===== src/rtl/lane_toggle_monitor.sv =====
// lane_toggle_monitor: per-lane saturating rise/fall edge counters with a request/ack readout port.
// Sticky per-lane overflow flags are built only when LANE_TOGGLE_MONITOR_STICKY_EN is defined.
module lane_toggle_monitor #(
  parameter int WIDTH = 4,
  parameter int CNT_W = 8,
  parameter int IDX_W = 2
) (
  input  logic             clk,
  input  logic             rst_n,
  input  logic [WIDTH-1:0] din,
  input  logic             clear,
  input  logic             rd_req,
  input  logic [IDX_W-1:0] rd_idx,
  input  logic             rd_ack,
  output logic             rd_ready,
  output logic             rd_valid,
  output logic [CNT_W-1:0] rd_rise,
  output logic [CNT_W-1:0] rd_fall,
  output logic             rd_err,
  output logic             all_toggled,
  output logic [WIDTH-1:0] ovf
);

  typedef enum logic {RD_IDLE, RD_HOLD} rd_state_t;

  rd_state_t              rd_state;
  logic [WIDTH-1:0]       prev;
  logic                   primed;
  logic [WIDTH-1:0]       rise_vec;
  logic [WIDTH-1:0]       fall_vec;
  logic [WIDTH-1:0]       both_seen;
  logic [WIDTH*CNT_W-1:0] rise_bus;
  logic [WIDTH*CNT_W-1:0] fall_bus;
  logic [CNT_W-1:0]       sel_rise;
  logic [CNT_W-1:0]       sel_fall;
  logic                   sel_err;

  // primed masks the very first sample so the post-reset bus value is not taken as an edge
  always_ff @(posedge clk or negedge rst_n) begin
    if (!rst_n) begin
      prev   <= '0;
      primed <= 1'b0;
    end else begin
      prev   <= din;
      primed <= 1'b1;
    end
  end

  assign rise_vec = ~prev & din & {WIDTH{primed}};
  assign fall_vec = prev & ~din & {WIDTH{primed}};

  for (genvar i = 0; i < WIDTH; i++) begin : g_lane
    logic [CNT_W-1:0] rise_cnt;
    logic [CNT_W-1:0] fall_cnt;
    logic             rise_seen;
    logic             fall_seen;

    // clear takes priority over an edge arriving in the same cycle
    always_ff @(posedge clk or negedge rst_n) begin
      if (!rst_n) begin
        rise_cnt  <= '0;
        fall_cnt  <= '0;
        rise_seen <= 1'b0;
        fall_seen <= 1'b0;
      end else if (clear) begin
        rise_cnt  <= '0;
        fall_cnt  <= '0;
        rise_seen <= 1'b0;
        fall_seen <= 1'b0;
      end else begin
        if (rise_vec[i]) begin
          rise_seen <= 1'b1;
          if (rise_cnt != '1) rise_cnt <= rise_cnt + CNT_W'(1);
        end
        if (fall_vec[i]) begin
          fall_seen <= 1'b1;
          if (fall_cnt != '1) fall_cnt <= fall_cnt + CNT_W'(1);
        end
      end
    end

    assign rise_bus[i*CNT_W +: CNT_W] = rise_cnt;
    assign fall_bus[i*CNT_W +: CNT_W] = fall_cnt;
    assign both_seen[i]               = rise_seen & fall_seen;

`ifdef LANE_TOGGLE_MONITOR_STICKY_EN
    logic ovf_q;

    always_ff @(posedge clk or negedge rst_n) begin
      if (!rst_n) begin
        ovf_q <= 1'b0;
      end else if (!clear && ((rise_vec[i] && rise_cnt == '1) ||
                              (fall_vec[i] && fall_cnt == '1))) begin
        ovf_q <= 1'b1;
      end
    end

    assign ovf[i] = ovf_q;
`else
    assign ovf[i] = 1'b0;
`endif
  end

  // out-of-range index reads as zero counts with the error bit set
  always_comb begin
    sel_rise = '0;
    sel_fall = '0;
    sel_err  = 1'b1;
    for (int i = 0; i < WIDTH; i++) begin
      if (rd_idx == IDX_W'(i)) begin
        sel_rise = rise_bus[i*CNT_W +: CNT_W];
        sel_fall = fall_bus[i*CNT_W +: CNT_W];
        sel_err  = 1'b0;
      end
    end
  end

  always_ff @(posedge clk or negedge rst_n) begin
    if (!rst_n) begin
      all_toggled <= 1'b0;
    end else begin
      all_toggled <= &both_seen;
    end
  end

  // snapshot is taken from the counter registers before this cycle's edge update
  always_ff @(posedge clk or negedge rst_n) begin
    if (!rst_n) begin
      rd_state <= RD_IDLE;
      rd_ready <= 1'b1;
      rd_valid <= 1'b0;
      rd_rise  <= '0;
      rd_fall  <= '0;
      rd_err   <= 1'b0;
    end else begin
      case (rd_state)
        RD_IDLE: begin
          if (rd_req) begin
            rd_rise  <= sel_rise;
            rd_fall  <= sel_fall;
            rd_err   <= sel_err;
            rd_valid <= 1'b1;
            rd_ready <= 1'b0;
            rd_state <= RD_HOLD;
          end
        end
        RD_HOLD: begin
          if (rd_ack) begin
            rd_valid <= 1'b0;
            rd_ready <= 1'b1;
            rd_state <= RD_IDLE;
          end
        end
        default: begin
          rd_valid <= 1'b0;
          rd_ready <= 1'b1;
          rd_state <= RD_IDLE;
        end
      endcase
    end
  end

endmodule


===== config.mk =====
export PLATFORM = sky130hd
export DESIGN_NAME = lane_toggle_monitor
export DESIGN_NICKNAME = d
export VERILOG_FILES = /design/src/rtl/lane_toggle_monitor.sv
export SDC_FILE = /design/constraint.sdc
export NUM_CORES = 1
export LEC_CHECK = 0
export CORE_MARGIN = 2
export CORE_UTILIZATION = 40
export DETAILED_ROUTE_END_ITERATION = 10
export GPL_ROUTABILITY_DRIVEN = 1
export PLACE_DENSITY = 0.57
export RECOVER_POWER = 100
export REMOVE_ABC_BUFFERS = 1
export SLEW_MARGIN = 10
export SYNTH_ARGS = -nofsm -noshare
export SYNTH_HDL_FRONTEND = slang
export SYNTH_SLANG_ARGS = --single-unit

===== constraint.sdc =====
create_clock -name clk -period 1.5 [get_ports clk]
set_input_delay 0.3 -clock clk [delete_from_list [all_inputs] [get_ports clk]]
set_output_delay 0.3 -clock clk [all_outputs]
set_load 0.005 [all_outputs]

* Word-level counts from Yosys, hierarchy flattened
Cells that the tools add are included.
Widths: inputs -> output; s select.
** Cells by class
- Add/subtract/negate cells :: 8
- Reduce and logical (&&, ||, !) cells :: 28
- Muxes and demuxes :: 61
- Equality and inequality tests :: 13
- Bitwise gates (word level) :: 11
** Operators with widths (count)
- $mux 8 :: 32
- $add 8x1->8 const B :: 8
- $ne 8x8->1 const B :: 8
- $reduce_bool 2->1 :: 16
- $mux 1 :: 26
- $reduce_and 2->1 :: 10
- $and 4x4->4 :: 4
- $not 4->4 :: 2
- $pmux 1 s2 :: 3
- $and 1x1->1 :: 4
- $eq 2x2->1 const B :: 2
- $ne 2x2->1 const B :: 2
- $reduce_and 4->1 :: 1
- $eq 2x1->1 const B :: 1
- $logic_not 2->1 :: 1
- $not 1->1 :: 1
** Word-level totals
- Output and inout bits :: 24
- Register bits :: 98
- Input port bits :: 11

* Depth between registers and ports, before layout
Gate-level depths: netlist of the first run.
- Depth in word-level cells :: 5
- Mapped depth :: 6

* Least setup slack after synthesis of the first run
OpenSTA, ideal clock, no wires.
- Path type :: reg-to-reg
- From :: register g_lane[2].fall_cnt[0]
- To :: register g_lane[2].fall_cnt[1]
- Library setup time :: 0.132 ns
- Path slack :: 0.004 ns
- Data arrival time :: 1.364 ns
- Stages on the path, launching flop included :: 7
- Buffers on the path :: 1
- Clock period less this slack :: 1.496 ns
- Cells stage by stage :: dfrtp_1 > ha_1 > clkbuf_1 > nand4_1 > o21ai_0 > mux2i_1 > nor2_1
** On the way
- Word-level cells in the longest chain between the ends :: 4
- Elaborated cells on any way between the ends :: 7
- Those cells by class :: add/sub (1); eq/ne (1); mux (3); reduce/logical (2)
** Ends and longest elaborated chain
- start: declaration :: RTL line 54 : logic [CNT_W-1:0] fall_cnt;
- start signal: assignment :: RTL line 77 : if (fall_cnt != '1) fall_cnt <= fall_cnt + CNT_W'(1);
- $add 8x1->8 :: RTL line 77
- $mux 8 :: RTL line 77
- $mux 8 :: RTL line 75 : if (fall_vec[i]) begin
- $mux 8 :: RTL line 65 : end else if (clear) begin
Several ways; a longest one is shown, not always the timed one. The select of a mux whose other input is x is not followed.
A chain may end at the register's enable or synchronous reset.

* Worst setup path after layout of the first run
- From :: register primed
- To :: register g_lane[2].fall_cnt[3]
** On the way
- Word-level cells in the longest chain between the ends :: 3
** Ends and longest elaborated chain
- start: declaration :: RTL line 28 : logic primed;
- start signal: assignment :: RTL line 42 : primed <= 1'b0;
- start signal: assignment :: RTL line 45 : primed <= 1'b1;
- $and 4x4->4 :: RTL line 50 : assign fall_vec = prev & ~din & {WIDTH{primed}};
- $reduce_bool 2->1 (no line)
- $reduce_and 2->1 (no line)
No other way between the ends.

==> metrics.txt, run 1 <==
max-cap violation count=0; Seq/Total Area, Yosys=0.473; final net count=591; Worst EP required=1.73 ns; initial antenna violation count=0; Top Ports=35; vias in the first global route=4044; Worst R2R End=g_lane[2].fall_cnt[3]; drt via density=5.45; CP endpoint kind=register; core area=0.0126 sq mm; TNS Setup=0 ns; R2R Path Start=primed; CTS H-Tree Depth=3; Die W=118 microns; Ys Warns=0; Rows=41; R2R depth=5; Max Clock Freq=0.667 GHz; Worst R2R Setup Slack=0.002 ns; Cell Area, Synth=0.00519 sq mm; WS Path Type=reg2reg; area of the die=0.0139 sq mm; Syn Area/Cell=10.9 sq um; Finished Core Util=0.525; Sink Count=98; final hold viol count=0; Peak VDD IR=0.552 mV; Final Slew Violations=0; DIE HEIGHT=118 microns; Startpoint Class=register; Post-synth EDFFs=0; CTS Root Cell=clkbuf_16; detailed placement HPWL=9290 microns; drt wl/cell=17.2 microns; skew final=0.00840 ns; Cells after DPL=719; total CTS buffers=9; GRT overflow=0; WP data arrival=1.73 ns; drt drc=0; status=finished, final reports clean; RePlAce Congestion=0.818; power per cell area=864 mW/mm^2; Post-synth top flop=dfrtp_1; initial core utilization=0.411; Antenna Diode Count=0; DP Worst Slack=-0.482 ns; final period utilization=0.999; leak pwr=3.10 nW; Longest Clk Path Bufs=2; most frequent cells in the layout=dfrtp_1 (96), nor2_1 (69), buf_4 (65); total vias in the final route=4083; fin crit period=1.50 ns; unrepaired setup endpoints after global routing=yes; Crit Path Max Fanout=6; Cell Area, Placed=0.00610 sq mm; Setup-failing EPs final=0; port bufs=30; Netlist cell types=55; asr flop ratio synth=1.00; drt initial violations=200; Mapped Cells=478; WL final=12900 microns; commonest non-fill, non-tap cell in the layout=dfrtp_1; Setup WS post-layout=0.00174 ns; clk slew on worst S/H paths=0.07 ns; worst-margin pin slew=0.506 ns; later-pin clock latency in the skew report=0.35 ns; global-route wire length before repair=21200 microns; Rel. slew slack=0.663; CTS tree=done; share of post-route cells with drive strength above 1=0.260; Layout area overhead=27.8%; gr usage total=0.193; Non-Filler Instances=749; hold crit path type=in2async; Post-DRT Antenna Nets=0; synthesized flop and latch total=98; drt pass-1 iters=4; power consumption=5.73 mW; Final Cell Area=0.00663 sq mm; Worst Hold Slack=0.311 ns; largest net degree at the start of global routing=37
==> where the power goes <==
part	switching [mW]	internal (mW)
Combinational	0.265	0.235
Clock	1.03	1.46
Sequential	0.0439	2.70
Total	1.33	4.40
==> final cells by class <==
cell class	instances	area, sq um
fill	1146	5990
multi-input combinational	347	2700
sequential	98	2450
timing repair buffer	106	903
clock buffer	9	225
tap	172	215
clock inverter	7	93.8
inverter	10	37.5
==> layer usage <==
layer | global-route usage | wire, microns | vias to the layer above
li1 | - | - | 1951
met1 | 0.270 | 6020 | 2028
met2 | 0.304 | 6020 | 92
met3 | 0.0349 | 691 | 12
met4 | 0.0655 | 161 | 0
met5 | 0 | 0 | -
==> what timing repair did <==
| item | in CTS | in global routing |
|---|---|---|
| setup endpoints to repair | 66 | 40 |
| pin swaps | 0 | 10 |
| buffers inserted | 6 | 7 |
| gates resized for setup | 24 | 40 |
| endpoints found under the hold margin | 9 | 0 |
| hold buffers | 1 | 0 |
| cloned | 0 | 0 |
==> flip-flops by register name, indices dropped and copies added (netlist names) <==
| register | count |
|---|---|
| primed | 1 |
| rd_ready | 1 |
| rd_rise | 8 |
| g_lane.rise_seen | 4 |
| g_lane.rise_cnt | 32 |
| all_toggled | 1 |
| rd_fall | 8 |
| rd_valid | 1 |
| rd_err | 1 |
| rd_state | 1 |
| g_lane.fall_cnt | 32 |
| g_lane.fall_seen | 4 |
| prev | 4 |
==> Yosys cell counts, types with 7 or more instances <==
cell type	count	area, sq um
and3b_1	7	61.3
nor2_1	70	263
a21oi_1	12	60.1
ha_1	8	100
nand3_1	20	100
mux2i_1	20	200
and3_1	7	43.8
inv_1	10	37.5
nand4_1	17	106
dfrtp_1	97	2430
mux2_2	7	78.8
o21ai_0	11	55.1
nand2_1	27	101
a211oi_1	12	90.1
nor3_1	23	115
mux2_4	10	150
mux4_2	10	225
clkbuf_1	12	45.0
xor2_1	11	96.3
==> critical path, stage by stage, from the launching register on <==
cell	delay, ns
dfrtp_2	0.45
buf_6	0.14
and3b_2	0.24
nand2_2	0.09
a21oi_2	0.14
mux2_4	0.31
==> cell families after synthesis <==
group                      share of synthesized area
AOI/OAI and AO/OA                             0.0928
xor gates and xnor gates                      0.0236
adders and majority gates                     0.0193
buffers and inverters                         0.0364
DFF                                            0.473
muxes                                          0.156
other                                        0.00145
and+or+nand+nor                                0.197
==> how the worst max path moves through the flow <==
stage,endpoint,depth (start not counted),startpoint
after global routing,g_lane[2].fall_cnt[3],5,primed
after global placement,rd_rise[1],4,rd_idx[0]
after CTS,g_lane[2].rise_cnt[6],4,primed
final,g_lane[2].fall_cnt[3],5,primed
after floorplan,rd_fall[0],2,rd_state
after detailed placement,rd_rise[2],4,rd_idx[0]
Note: power is estimated with default switching activity, not from simulation.
==> run 2, diff against run 1 <==
CTS_CLUSTER_SIZE = 25   (was default)
==> results of run 2 <==
The final DEF is identical to that of run 1; final timing and power are the same.
